### src/rtl/mc_pkg.sv
// Shared definitions for the multicycle controller: state encoding,
// instruction field constants and ALU operation codes.
package mc_pkg;

    typedef enum logic [3:0] {
        S_FETCH   = 4'd0,
        S_DECODE  = 4'd1,
        S_MEMADR  = 4'd2,
        S_MEMRD   = 4'd3,
        S_MEMWB   = 4'd4,
        S_MEMWR   = 4'd5,
        S_EXECUTE = 4'd6,
        S_ALUWB   = 4'd7,
        S_BRANCH  = 4'd8,
        S_ADDIEX  = 4'd9,
        S_ADDIWB  = 4'd10,
        S_JUMP    = 4'd11,
        S_ILLEGAL = 4'd12
    } state_t;

    typedef enum logic [1:0] {
        ALUOP_NONE  = 2'd0,
        ALUOP_ADD   = 2'd1,
        ALUOP_SUB   = 2'd2,
        ALUOP_FUNCT = 2'd3
    } aluop_t;

    localparam logic [5:0] OP_RTYPE = 6'b000000;
    localparam logic [5:0] OP_LW    = 6'b100011;
    localparam logic [5:0] OP_SW    = 6'b101011;
    localparam logic [5:0] OP_BEQ   = 6'b000100;
    localparam logic [5:0] OP_BNE   = 6'b000101;
    localparam logic [5:0] OP_ADDI  = 6'b001000;
    localparam logic [5:0] OP_J     = 6'b000010;

    localparam logic [5:0] F_ADD = 6'b100000;
    localparam logic [5:0] F_SUB = 6'b100010;
    localparam logic [5:0] F_AND = 6'b100100;
    localparam logic [5:0] F_OR  = 6'b100101;
    localparam logic [5:0] F_SLT = 6'b101010;

    localparam logic [3:0] ALU_AND = 4'b0000;
    localparam logic [3:0] ALU_OR  = 4'b0001;
    localparam logic [3:0] ALU_ADD = 4'b0010;
    localparam logic [3:0] ALU_SUB = 4'b0110;
    localparam logic [3:0] ALU_SLT = 4'b0111;

    function automatic logic is_rtype_funct(input logic [5:0] f);
        return f inside {F_ADD, F_SUB, F_AND, F_OR, F_SLT};
    endfunction

endpackage

### src/rtl/mc_aludec.sv
// ALU decoder: maps the FSM's ALU request and the funct field
// to a 4-bit ALU operation code.
module mc_aludec
    import mc_pkg::*;
(
    input  logic [5:0] funct,
    input  aluop_t     aluop,
    output logic [3:0] alucontrol
);

    always_comb begin
        alucontrol = ALU_AND;
        unique case (aluop)
            ALUOP_NONE: alucontrol = ALU_AND;
            ALUOP_ADD:  alucontrol = ALU_ADD;
            ALUOP_SUB:  alucontrol = ALU_SUB;
            ALUOP_FUNCT: begin
                case (funct)
                    F_ADD:   alucontrol = ALU_ADD;
                    F_SUB:   alucontrol = ALU_SUB;
                    F_AND:   alucontrol = ALU_AND;
                    F_OR:    alucontrol = ALU_OR;
                    F_SLT:   alucontrol = ALU_SLT;
                    default: alucontrol = ALU_ADD;
                endcase
            end
        endcase
    end

endmodule

### src/rtl/mc_controller.sv
// Multicycle MIPS-style control unit: Moore FSM sequencing fetch,
// decode, memory, ALU, branch and jump steps.
module mc_controller
    import mc_pkg::*;
#(
    parameter int ALUCTRL_W = 4,
    parameter bit EN_BNE    = 1'b1
) (
    input  logic                 clk,
    input  logic                 reset,
    input  logic [5:0]           op,
    input  logic [5:0]           funct,
    input  logic                 zero,
    input  logic                 mem_ready,
    output logic                 memread,
    output logic                 memwrite,
    output logic                 iord,
    output logic                 irwrite,
    output logic                 regdst,
    output logic                 memtoreg,
    output logic                 regwrite,
    output logic                 alusrca,
    output logic [1:0]           alusrcb,
    output logic [1:0]           pcsrc,
    output logic                 pcen,
    output logic [ALUCTRL_W-1:0] alucontrol,
    output logic                 illegal,
    output logic [3:0]           state_o
);

    state_t     r_state;
    state_t     w_next;
    logic       r_bne;
    aluop_t     w_aluop;
    logic       w_pcen;
    logic       w_irwrite;
    logic [3:0] w_alu;

    always_ff @(posedge clk or negedge reset) begin
        if (!reset) begin
            r_state <= S_FETCH;
            r_bne   <= 1'b0;
        end else begin
            r_state <= w_next;
            // Branch flavour is captured here so BRANCH never looks at op
            if (r_state == S_DECODE)
                r_bne <= (op == OP_BNE);
        end
    end

    always_comb begin
        w_next    = r_state;
        memread   = 1'b0;
        memwrite  = 1'b0;
        iord      = 1'b0;
        w_irwrite = 1'b0;
        regdst    = 1'b0;
        memtoreg  = 1'b0;
        regwrite  = 1'b0;
        alusrca   = 1'b0;
        alusrcb   = 2'b00;
        pcsrc     = 2'b00;
        w_pcen    = 1'b0;
        w_aluop   = ALUOP_NONE;
        case (r_state)
            S_FETCH: begin
                memread   = 1'b1;
                alusrcb   = 2'b01;
                w_aluop   = ALUOP_ADD;
                w_irwrite = mem_ready;
                w_pcen    = mem_ready;
                if (mem_ready)
                    w_next = S_DECODE;
            end
            S_DECODE: begin
                alusrcb = 2'b11;
                w_aluop = ALUOP_ADD;
                unique case (1'b1)
                    (op == OP_LW) || (op == OP_SW):
                        w_next = S_MEMADR;
                    (op == OP_RTYPE) && is_rtype_funct(funct):
                        w_next = S_EXECUTE;
                    (op == OP_BEQ) || (EN_BNE && (op == OP_BNE)):
                        w_next = S_BRANCH;
                    (op == OP_ADDI):
                        w_next = S_ADDIEX;
                    (op == OP_J):
                        w_next = S_JUMP;
                    default:
                        w_next = S_ILLEGAL;
                endcase
            end
            S_MEMADR: begin
                alusrca = 1'b1;
                alusrcb = 2'b10;
                w_aluop = ALUOP_ADD;
                if (op == OP_SW)
                    w_next = S_MEMWR;
                else if (op == OP_LW)
                    w_next = S_MEMRD;
                else
                    w_next = S_ILLEGAL;
            end
            S_MEMRD: begin
                iord    = 1'b1;
                memread = 1'b1;
                if (mem_ready)
                    w_next = S_MEMWB;
            end
            S_MEMWB: begin
                memtoreg = 1'b1;
                regwrite = 1'b1;
                w_next   = S_FETCH;
            end
            S_MEMWR: begin
                iord     = 1'b1;
                memwrite = 1'b1;
                if (mem_ready)
                    w_next = S_FETCH;
            end
            S_EXECUTE: begin
                alusrca = 1'b1;
                w_aluop = ALUOP_FUNCT;
                w_next  = S_ALUWB;
            end
            S_ALUWB: begin
                regdst   = 1'b1;
                regwrite = 1'b1;
                w_next   = S_FETCH;
            end
            S_BRANCH: begin
                alusrca = 1'b1;
                w_aluop = ALUOP_SUB;
                pcsrc   = 2'b01;
                w_pcen  = r_bne ? ~zero : zero;
                w_next  = S_FETCH;
            end
            S_ADDIEX: begin
                alusrca = 1'b1;
                alusrcb = 2'b10;
                w_aluop = ALUOP_ADD;
                w_next  = S_ADDIWB;
            end
            S_ADDIWB: begin
                regwrite = 1'b1;
                w_next   = S_FETCH;
            end
            S_JUMP: begin
                pcsrc  = 2'b10;
                w_pcen = 1'b1;
                w_next = S_FETCH;
            end
            S_ILLEGAL: w_next = S_ILLEGAL;
            default:   w_next = S_FETCH;
        endcase
    end

    mc_aludec u_aludec (
        .funct      (funct),
        .aluop      (w_aluop),
        .alucontrol (w_alu)
    );

    // FETCH is the reset state, so its mem_ready-driven enables are gated
    assign pcen       = w_pcen & reset;
    assign irwrite    = w_irwrite & reset;
    assign alucontrol = ALUCTRL_W'(w_alu);
    assign illegal    = (r_state == S_ILLEGAL);
    assign state_o    = r_state;

endmodule

### config.mk
export PLATFORM = sky130hd
export DESIGN_NAME = mc_controller
export DESIGN_NICKNAME = d
export VERILOG_FILES = /design/src/rtl/mc_pkg.sv /design/src/rtl/mc_aludec.sv /design/src/rtl/mc_controller.sv
export SDC_FILE = /design/constraint.sdc
export NUM_CORES = 1
export LEC_CHECK = 0
export BUFFER_PORTS_ARGS = -buffer_cell sky130_fd_sc_hd__buf_2
export CORE_ASPECT_RATIO = 0.9
export CORE_MARGIN = 2
export CORE_UTILIZATION = 40
export DETAILED_ROUTE_END_ITERATION = 10
export GPL_TIMING_DRIVEN = 1
export PLACE_DENSITY = 0.75
export SLEW_MARGIN = 30
export SYNTH_ARGS = -nofsm -noshare
export SYNTH_HDL_FRONTEND = slang
export SYNTH_SLANG_ARGS = --single-unit
### constraint.sdc
create_clock -name clk -period 1.3 [get_ports clk]
set_input_delay 0 -clock clk [delete_from_list [all_inputs] [get_ports clk]]
set_output_delay 0 -clock clk [all_outputs]
set_load 0.05 [all_outputs]
==> flow_summary.yaml, run 1 <==
placement:
  numPortBuffers: 36
  gp_congestion: 0.8122
  dp_hpwl_um: 1857
floorplan:
  rows: 14
  coreArea_mm2: 0.001682
  start_util_pct: 42.49
  die_y_um: 44.10
  io_pins: 38
  die_area_mm2: 0.002141
  die_w_um: 48.55
clock_network:
  clock_sinks: 5
  htreeDepth: 1
  worstSkewPairLatency_ps: 240
  clk_pin_slew_worst_paths_ps: 50
  tritoncts: "yes"
  clock-root-buffer: "clkbuf_4"
  cts_buffers: 3
  clock_path_buffers: 2
routing:
  dr.first_iter.drc_count: 48
  postRouteAntennaNets: 0
  wl_per_cell_um: 23.13
  viasPerCell: 6.311
  num_vias: 1155
  drc: 0
  wl_um: 4233
  first_pass_iters: 4
finish:
  antenna_cells: 0
  drive_above_1_share_pct: 71.70
  nNetsFinal: 176
  fin_util_pct: 95.39
  syn_to_final_growth_pct: 124.5
global_routing:
  grt_pass1_vias: 1118
  grt-ovfl-total: 0
  met2_usage_pct: 64.44
  grt_max_degree: 18
  top_usage_layer: "met2"
  grt_pass1_wl_um: 5706
  track_usage_pct: 35.09
  met1_usage_pct: 44.07
  grtUsageMet3_pct: 4.730
  antenna_found_initial: 0
power_and_ir_drop:
  max-vdd-ir-drop_mv: 1.841
  p_comb_share_pct: 88.6
  clkPwrFrac_pct: 4.5
  p_leak_nw: 0.6798
  seq_power_share_pct: 6.9
  powerDensity_mw_per_mm2: 2618
  p_sw_w: 0.002295
  p_sw_share_pct: 54.65
  p_int_w: 0.001904
critical_path:
  critPathLaunchType: "flip-flop"
  critPathKind: "reg2out"
  crit_arrival_ps: 1800
  crit_chain: "nand2b_4 -> or4b_4 -> inv_4 -> a31o_4 -> buf_8"
  path_delay_family: "simple AND/OR/NAND/NOR gates"
  cp.required_ps: 1300
  max_stage_delay_ps: 560
  r2r_cells: 7
  slowest_stage: "or4b_4"
  cp.depth: 5
  end_kind: "output pin"
  cp_num_buf_inv: 2
  cp_max_fo: 3
sta:
  hold_slack_ps: 71.15
  min_period_ps: 1801
  rsz0062_at_grt: "true"
  hold_viol_final: 0
  timing.final.ws_setup_ps: -501.0
  fin_crit_sh_pct: 138.5
  setup_viol: 23
  fin_skew_ps: 2.075
  drv_slew: 0
  fmax_mhz: 555.2
synthesis:
  synth_seq_cells: 5
  mappedNetlistArea_um2: 714.4
  synth_top_area_cell: "dfrtp_1"
  synthArstFlopShare_pct: 100.0
  syn_avg_cell_area_um2: 7.004
  synthTopCellsByArea: "dfrtp_1 (18%), nor2_1 (7.9%), nand2_1 (5.8%), nand2b_1 (5.3%), a21oi_1 (4.2%)"
  synth.distinct_cells: 42
  yosysSeqAreaShare_pct: 17.51
  synth_warnings: 0
  synth_top_flop_cell: "dfrtp_1"
  synth_top_cell_area_share_pct: 17.51
  syn_nets: 118
  syn-instance-count: 102
  synth_edf_count: 0
job:
  max-cap-violations: 0
run_status:
  status: "complete, but fails checks"
  violations: "setup timing"
min_path:
  whs_path_depth: 3
  hold_class: "in2reg"
-- metal layers --
layer	vias up	wire length (µm)	part of all wire [%]
li1	482	-	-
met1	540	1586	37
met2	108	1994	47
met3	25	451	11
met4	0	201	4.7
met5	-	0	0
-- Yosys cell counts, types with 2 or more instances --
master    number
xor2_1         2
and3b_1        2
o22ai_1        2
dfrtp_1        5
o21ai_1        4
nor2_1        15
xnor2_1        2
nor3_1         2
nor3b_1        4
nand4_1        2
nand2_1       11
a32oi_1        2
inv_1          2
buf_2          3
or2_1          2
nand2b_1       6
clkbuf_1       4
a21oi_1        6
o211ai_1       2
nor2b_1        2
-- final cells by class --
| class | count | area, µm² |
|---|---|---|
| multi-input combinational | 85 | 809.5 |
| inverter | 3 | 13.76 |
| tap | 24 | 30.03 |
| clock buffer | 4 | 26.28 |
| sequential | 5 | 130.1 |
| timing repair buffer | 62 | 594.3 |
| fill | 39 | 77.57 |
-- stage by stage --
stage	area [µm²]	worst slack [ps]	setup TNS, ps	std cells	total power (W)
after floorplan	877.1	-382.6	-3402	102	0.002175
after global placement	1144	-234.6	-1305	169	0.002695
after detailed placement	1144	-248.0	-1511	169	0.002743
after CTS	1503	-402.1	-2819	182	0.003735
after global routing	1604	-528.4	-5671	183	0.004327
final	1604	-501.0	-4840	183	0.004199
-- worst min-delay path: stages --
cell     delay (ps)
buf_2           140
nand2_1          80
o21ai_2          60
-- logic make-up (layout without fill, tap and decap cells) --
| logic type | after synthesis | in the layout | share of synthesized area (%) |
|---|---|---|---|
| AO/OA/AOI/OAI | 25 | 25 | 23.47 |
| multiplexers | 1 | 1 | 1.401 |
| flip-flops | 5 | 5 | 17.51 |
| AND/OR/NAND/NOR | 54 | 54 | 43.78 |
| XOR/XNOR | 4 | 4 | 4.905 |
| buffers and inverters | 12 | 69 | 8.405 |
| other | 1 | 1 | 0.5249 |
-- cell usage in the layout (no fill, tap or decap), types with 3 or more instances in the layout --
cell type / Yosys / final
a21oi_1: 6 / 3
buf_2: 3 / 18
buf_4: 1 / 9
buf_6: 1 / 25
buf_8: 0 / 7
clkbuf_4: 0 / 3
dfrtp_2: 0 / 4
nand2_1: 11 / 8
nand2b_4: 0 / 5
nor2_4: 0 / 11
nor3b_4: 0 / 3
o21ai_1: 4 / 3
-- path summary, 6_finish.rpt --
| kind | from | end | slack [ps] |
|---|---|---|---|
| worst max-delay path | state_o[0] | alucontrol[2] | -500 |
| worst min-delay path | op[0] | r_bne | 70 |
| worst max register to register | state_o[1] | state_o[1] | -220 |
| worst min register to register | r_bne | r_bne | 610 |
| max in group asynchronous | reset | state_o[1] | 990 |
| min in group asynchronous | reset | state_o[3] | 140 |
-- registers in the layout, summed over array words and instances (netlist names) --
signal,cells
state_o,4
r_bne,1
-- repair_timing --
item                                   in CTS  in global routing
hold buffers                                1                  0
setup endpoints to repair                  21                 23
pin swaps                                  11                 11
buffers inserted                            9                  4
resized for setup                          73                 26
endpoints found under the hold margin       5                  0
-- power by group through the flow --
stage	combinational, W	sequential, W	clock [W]
5_1_grt	0.00382	0.000297	0.000206
6_report	0.00372	0.000291	0.000189
3_3_place_gp	0.00245	0.000249	0
2_1_floorplan	0.00175	0.000428	0
4_1_cts	0.00329	0.000264	0.000176
3_5_place_dp	0.00249	0.000250	0
Power figures use the tool's default switching activity.
==> run 2, diff against run 1 <==
--- a/config.mk
+++ b/config.mk
@@ -8,10 +8,11 @@
 export BUFFER_PORTS_ARGS = -buffer_cell sky130_fd_sc_hd__buf_2
 export CORE_ASPECT_RATIO = 0.9
 export CORE_MARGIN = 2
-export CORE_UTILIZATION = 40
+export CORE_UTILIZATION = 47
 export DETAILED_ROUTE_END_ITERATION = 10
 export GPL_TIMING_DRIVEN = 1
-export PLACE_DENSITY = 0.75
+export PLACE_DENSITY = 0.83
+export SETUP_SLACK_MARGIN = 0.15
 export SLEW_MARGIN = 30
 export SYNTH_ARGS = -nofsm -noshare
 export SYNTH_HDL_FRONTEND = slang
==> constraint.sdc (replaced) <==
create_clock -name clk -period 2.2 [get_ports clk]
set_input_delay 0 -clock clk [delete_from_list [all_inputs] [get_ports clk]]
set_output_delay 0 -clock clk [all_outputs]
set_load 0.05 [all_outputs]
==> run 2 against run 1 <==
The run now ends clean. Worst setup slack improved by 780 ps. Clock skew rose by 2.5 ps. Cell count fell by 16%. Wire length fell by 54%. Critical endpoint unchanged.
==> flow_summary.yaml, run 2 (same netlist as run 1, synthesis figures left out) <==
critical_path:
  crit_chain: "nand2b_1 -> or4b_4 -> inv_2 -> a31o_1 -> buf_2"
  reg2reg_to: "state_o[2]"
  cp.required_ps: 2200
  critPathLaunchType: "flip-flop"
  end_kind: "output pin"
  critPathCapture: "alucontrol[2]"
  critPathKind: "reg2out"
  r2r_cells: 5
  reg2reg_from: "state_o[3]"
  crit_arrival_ps: 1920
  critical_path.startpoint: "state_o[0]"
  cp_max_fo: 9
  max_stage_delay_ps: 590
  slowest_stage: "or4b_4"
  worst-r2r-setup-slack_ps: 780
sta:
  min_period_ps: 1918
  drv_slew: 0
  hold_viol_final: 0
  rsz0062_at_grt: "false"
  hold_slack_ps: 43.87
  fmax_mhz: 521.3
  tns_ps: 0
  fin_skew_ps: 4.548
  setup_viol: 0
  fin_crit_sh_pct: 87.20
min_path:
  hold_class: "in2reg"
power_and_ir_drop:
  p_sw_share_pct: 64.66
  p_int_w: 0.0004960
  powerDensity_mw_per_mm2: 1476
  max-vdd-ir-drop_mv: 0.5428
  p_sw_w: 0.0009075
  p_comb_share_pct: 82.9
  clkPwrFrac_pct: 7.5
  seq_power_share_pct: 9.6
  p_leak_nw: 0.4683
routing:
  wl_um: 1939
  drc: 0
  postRouteAntennaNets: 0
  dr.first_iter.drc_count: 27
  wl_per_cell_um: 12.67
  first_pass_iters: 4
  num_vias: 867
  viasPerCell: 5.667
finish:
  fin_util_pct: 66.43
  mostFrequentLayoutCells: "buf_2 (36), nor2_1 (13), nand2_1 (11)"
  layout_commonest_cell: "buf_2"
  nNetsFinal: 155
  largest_reg_flops: 4
  final_area_um2: 950.9
  syn_to_final_growth_pct: 33.10
  antenna_cells: 0
  drive_above_1_share_pct: 37.68
placement:
  gp_congestion: 0.8826
  numPortBuffers: 36
  dp_hpwl_um: 1503
  place_area_um2: 914.6
clock_network:
  clock-root-buffer: "clkbuf_4"
  clock_path_buffers: 2
  cts_resized: 0
  clk_pin_slew_worst_paths_ps: 40
  clock_sinks: 5
  cts_buffers: 3
  tritoncts: "yes"
  htreeDepth: 1
  worstSkewPairLatency_ps: 240
floorplan:
  die_area_mm2: 0.001848
  rows: 13
  io_pins: 38
  coreArea_mm2: 0.001431
  start_util_pct: 49.91
  die_w_um: 45.10
  die_y_um: 40.99
global_routing:
  grt-ovfl-total: 0
  track_usage_pct: 22.30
  grt_max_degree: 18
  grt_pass1_wl_um: 3042
  antenna_found_initial: 0
  grt_pass1_vias: 698
job:
  max-cap-violations: 0
run_status:
  status: "finished, final reports clean"
## run 2: routing by layer
layer	share of wire, %	vias to the layer above	GRT usage, %
li1	-	442	-
met1	42	383	29.13
met2	50	40	41.43
met3	7.5	2	0.4405
met4	0.67	0	5.147
met5	0	-	0
## run 2: what timing repair did
| item | 4_1_cts | 5_1_grt |
|---|---|---|
| setup buffers | 0 | 0 |
| hold endpoints to repair | 5 | 0 |
| hold buffers | 1 | 0 |
## run 2: critical path, delay by kind of cell (launching register included)
kind / cells / cell delay, ps
and+or+nand+nor: 2 / 860
DFF: 1 / 360
buffers and inverters: 2 / 330
AOI/OAI and AO/OA: 1 / 130
## run 2: cell type report
class,instances,area [µm²]
Multi-Input combinational cell,85,549.3
Fill cell,135,480.5
Timing Repair Buffer,41,220.2
Sequential cell,5,125.1
Clock buffer,4,26.28
Tap cell,15,18.77
Inverter,3,11.26
## run 2: per-stage QoR
stage | cells | power, W | setup WS (ps)
floorplan | 102 | 0.001065 | 205.4
global placement | 148 | 0.001287 | 586.3
detailed placement | 148 | 0.001295 | 548.7
CTS | 153 | 0.001402 | 287.8
global route | 153 | 0.001495 | 182.2
finish | 153 | 0.001404 | 281.7
## run 2: worst min path at each step
| stage | startpoint | end | slack (ps) | depth (start not counted) |
|---|---|---|---|---|
| 2_1_floorplan | reset | r_bne | -300 | 0 |
| 3_3_place_gp | reset | state_o[3] | -170 | 1 |
| 3_5_place_dp | reset | state_o[3] | -170 | 1 |
| 4_1_cts | op[0] | r_bne | 50 | 3 |
| 5_1_grt | op[0] | r_bne | 50 | 3 |
| 6_report | op[0] | r_bne | 40 | 3 |
## run 2: power by group through the flow
stage	combinational, W	clock [W]	sequential [W]
2_1_floorplan	0.000820	0	0.000245
3_3_place_gp	0.00115	0	0.000136
3_5_place_dp	0.00116	0	0.000137
4_1_cts	0.00116	0.000104	0.000135
5_1_grt	0.00124	0.000117	0.000138
6_report	0.00116	0.000105	0.000135
==> run 3, diff against run 2 <==
--- a/config.mk
+++ b/config.mk
@@ -5,13 +5,14 @@
 export SDC_FILE = /design/constraint.sdc
 export NUM_CORES = 1
 export LEC_CHECK = 0
+export ABC_AREA = 1
 export BUFFER_PORTS_ARGS = -buffer_cell sky130_fd_sc_hd__buf_2
 export CORE_ASPECT_RATIO = 0.9
 export CORE_MARGIN = 2
-export CORE_UTILIZATION = 47
+export CORE_UTILIZATION = 44
 export DETAILED_ROUTE_END_ITERATION = 10
 export GPL_TIMING_DRIVEN = 1
-export PLACE_DENSITY = 0.83
+export PLACE_DENSITY = 0.79
 export SETUP_SLACK_MARGIN = 0.15
 export SLEW_MARGIN = 30
 export SYNTH_ARGS = -nofsm -noshare
==> constraint.sdc (replaced) <==
create_clock -name clk -period 1.83 [get_ports clk]
set_input_delay 0 -clock clk [delete_from_list [all_inputs] [get_ports clk]]
set_output_delay 0 -clock clk [all_outputs]
set_load 0.05 [all_outputs]
==> run 3 against run 2 <==
Via count up 5.5%. Critical path depth up 1. Clock skew fell by 2.3 ps. Sequential cell count did not move. First-iteration DRC count is 3.7% higher. Largest cell class unchanged. Cell area rose by 7.1%. Clock power rose by 21%. Non-clock buffer count shrank 4. Global-route usage shrank 0.16 points. Critical path type unchanged. Combinational power up 38%.
==> flow_summary.yaml, run 3 <==
sta:
  fin_skew_ps: 2.274
  drv_slew: 0
  fin_crit_sh_pct: 88.98
  hold_viol_final: 0
  tns_ps: 0
  setup_viol: 0
  rsz0062_at_grt: "true"
  min_period_ps: 1628
  fmax_mhz: 614.1
synthesis:
  syn_avg_cell_area_um2: 5.517
  syn-instance-count: 127
  yosysSeqAreaShare_pct: 17.86
  synth_top_cell_area_share_pct: 17.86
  synth_edf_count: 0
  synth_top_area_cell: "dfrtp_1"
  mappedNetlistArea_um2: 700.7
  synth_warnings: 0
  synthTopCellsByCount: "nand2_1 (23), nor2_1 (23), inv_1 (19), nand3_1 (15), inv_2 (7)"
  synthArstFlopShare_pct: 100.0
  synthTopCellsByArea: "dfrtp_1 (18%), nand2_1 (12%), nor2_1 (12%), nand3_1 (11%), inv_1 (10%)"
  synth_seq_cells: 5
  syn_nets: 143
  synth_top_flop_cell: "dfrtp_1"
  synth.distinct_cells: 22
power_and_ir_drop:
  p_leak_nw: 0.5984
  totalPowerFinal_w: 0.001969
  powerDensity_mw_per_mm2: 1933
  max-vdd-ir-drop_mv: 0.9118
routing:
  drc: 0
  first_pass_iters: 4
  postRouteAntennaNets: 0
  num_vias: 915
  dr.first_iter.drc_count: 28
  wl_per_cell_um: 10.97
  wl_um: 1996
  viasPerCell: 5.027
finish:
  layout.cells.non_filler: 182
  nNetsFinal: 184
  mostFrequentLayoutCells: "buf_2 (33), nand2_1 (22), inv_1 (17), nor2_1 (17), nand3_1 (15)"
  drive_above_1_share_pct: 46.71
  layout_commonest_cell: "buf_2"
  largest_reg_flops: 4
  antenna_cells: 0
  fin_util_pct: 69.57
  multiInputGateArea_um2: 544.3
  fillers: 117
  regArea_um2: 130.1
  syn_to_final_growth_pct: 45.36
clock_network:
  cts_buffers: 3
  clock-root-buffer: "clkbuf_4"
  clock_sinks: 5
  clock_path_buffers: 2
  htreeDepth: 1
  tritoncts: "yes"
  worstSkewPairLatency_ps: 240
  clk_pin_slew_worst_paths_ps: 40
critical_path:
  crit_arrival_ps: 1630
  end_kind: "output pin"
  critPathLaunchType: "flip-flop"
  worst-r2r-setup-slack_ps: 500
  critPathKind: "reg2out"
  cp.required_ps: 1830
  cp_max_fo: 8
floorplan:
  io_pins: 38
  rows: 13
  coreArea_mm2: 0.001464
  die_w_um: 46.07
  die_area_mm2: 0.001928
  die_y_um: 41.86
  start_util_pct: 47.86
placement:
  dp.cells: 177
  dp_hpwl_um: 1643
  gp_congestion: 0.9142
  numPortBuffers: 36
global_routing:
  antenna_found_initial: 0
  grt-ovfl-total: 0
  track_usage_pct: 22.14
  grt_pass1_vias: 830
  grt_max_degree: 9
  grt_pass1_wl_um: 3243
run_status:
  status: "finished, final reports clean"
job:
  max-cap-violations: 0
min_path:
  hold_class: "in2reg"
run 3: changes by cell type after synthesis, moves of 4 or more:
cell      before  now
clkbuf_1       4    0
inv_1          2   19
inv_2          1    7
nand2_1       11   23
nand2_2        0    4
nand2b_1       6    0
nand3_1        1   15
nor2_1        15   23
nor2_2         0    5
nor3b_1        4    0
run 3: final timing paths:
| kind | endpoint | from | cells after the start |
|---|---|---|---|
| max reg2reg | state_o[0] | state_o[2] | 8 |
| min in group asynchronous | state_o[1] | reset | 2 |
| min reg2reg | r_bne | r_bne | 2 |
| min | r_bne | op[0] | 3 |
| max | pcen | state_o[1] | 6 |
| max in group asynchronous | state_o[0] | reset | 2 |
run 3: repair_timing:
action | 4_1_cts | 5_1_grt
gates resized for setup | 0 | 8
setup buffers | 0 | 0
setup endpoints to repair | 0 | 3
endpoints found under the hold margin | 5 | 0
hold buffers | 1 | 0
run 3: cells by family (layout without fill, tap and decap cells):
family	after synthesis	count (layout)	share of synthesized area [%]
xor+xnor	1	1	1.250
buf+inv	27	67	15.00
flops	5	5	17.86
compound gates	15	15	11.97
simple gates	78	78	53.39
other cells	1	1	0.5352
run 3: area by class of cell:
class,count,area share [%]
Inverter,26,9.951
Clock buffer,4,2.580
Multi-Input combinational cell,95,53.44
Sequential cell,5,12.78
Timing Repair Buffer,37,19.41
Tap cell,15,1.843
run 3: where the power goes:
part	internal, W	switching [W]
combinational	0.000385	0.00121
sequential	0.000158	0.0000883
clock	0.0000824	0.0000444
run 3: critical path: stages, from the launching register on:
cell and delay (ps):
dfrtp_2 470, nor2_4 140, inv_2 80, nor2_4 150, nand2_1 140, a21oi_4 160, clkbuf_4 230
run 3: per-layer routing:
metal	part of all wire (%)	vias to the layer above	wire length, µm	GRT usage (%)
met5	0	-	0	0
met4	0.50	0	10	4.571
met2	49	37	988	39.17
li1	-	475	-	-
met3	6.0	3	119	4.348
met1	44	400	876	26.67
run 3: through the flow:
step           worst slack, ps  hold slack, ps  instance area, µm²
2_1_floorplan            127.2          -295.6               765.7
3_3_place_gp             459.6          -181.9               957.2
3_5_place_dp             419.4          -176.8               957.2
4_1_cts                  156.9           76.41               993.5
5_1_grt                  140.6           76.06                1018
6_report                 201.6           75.44                1018
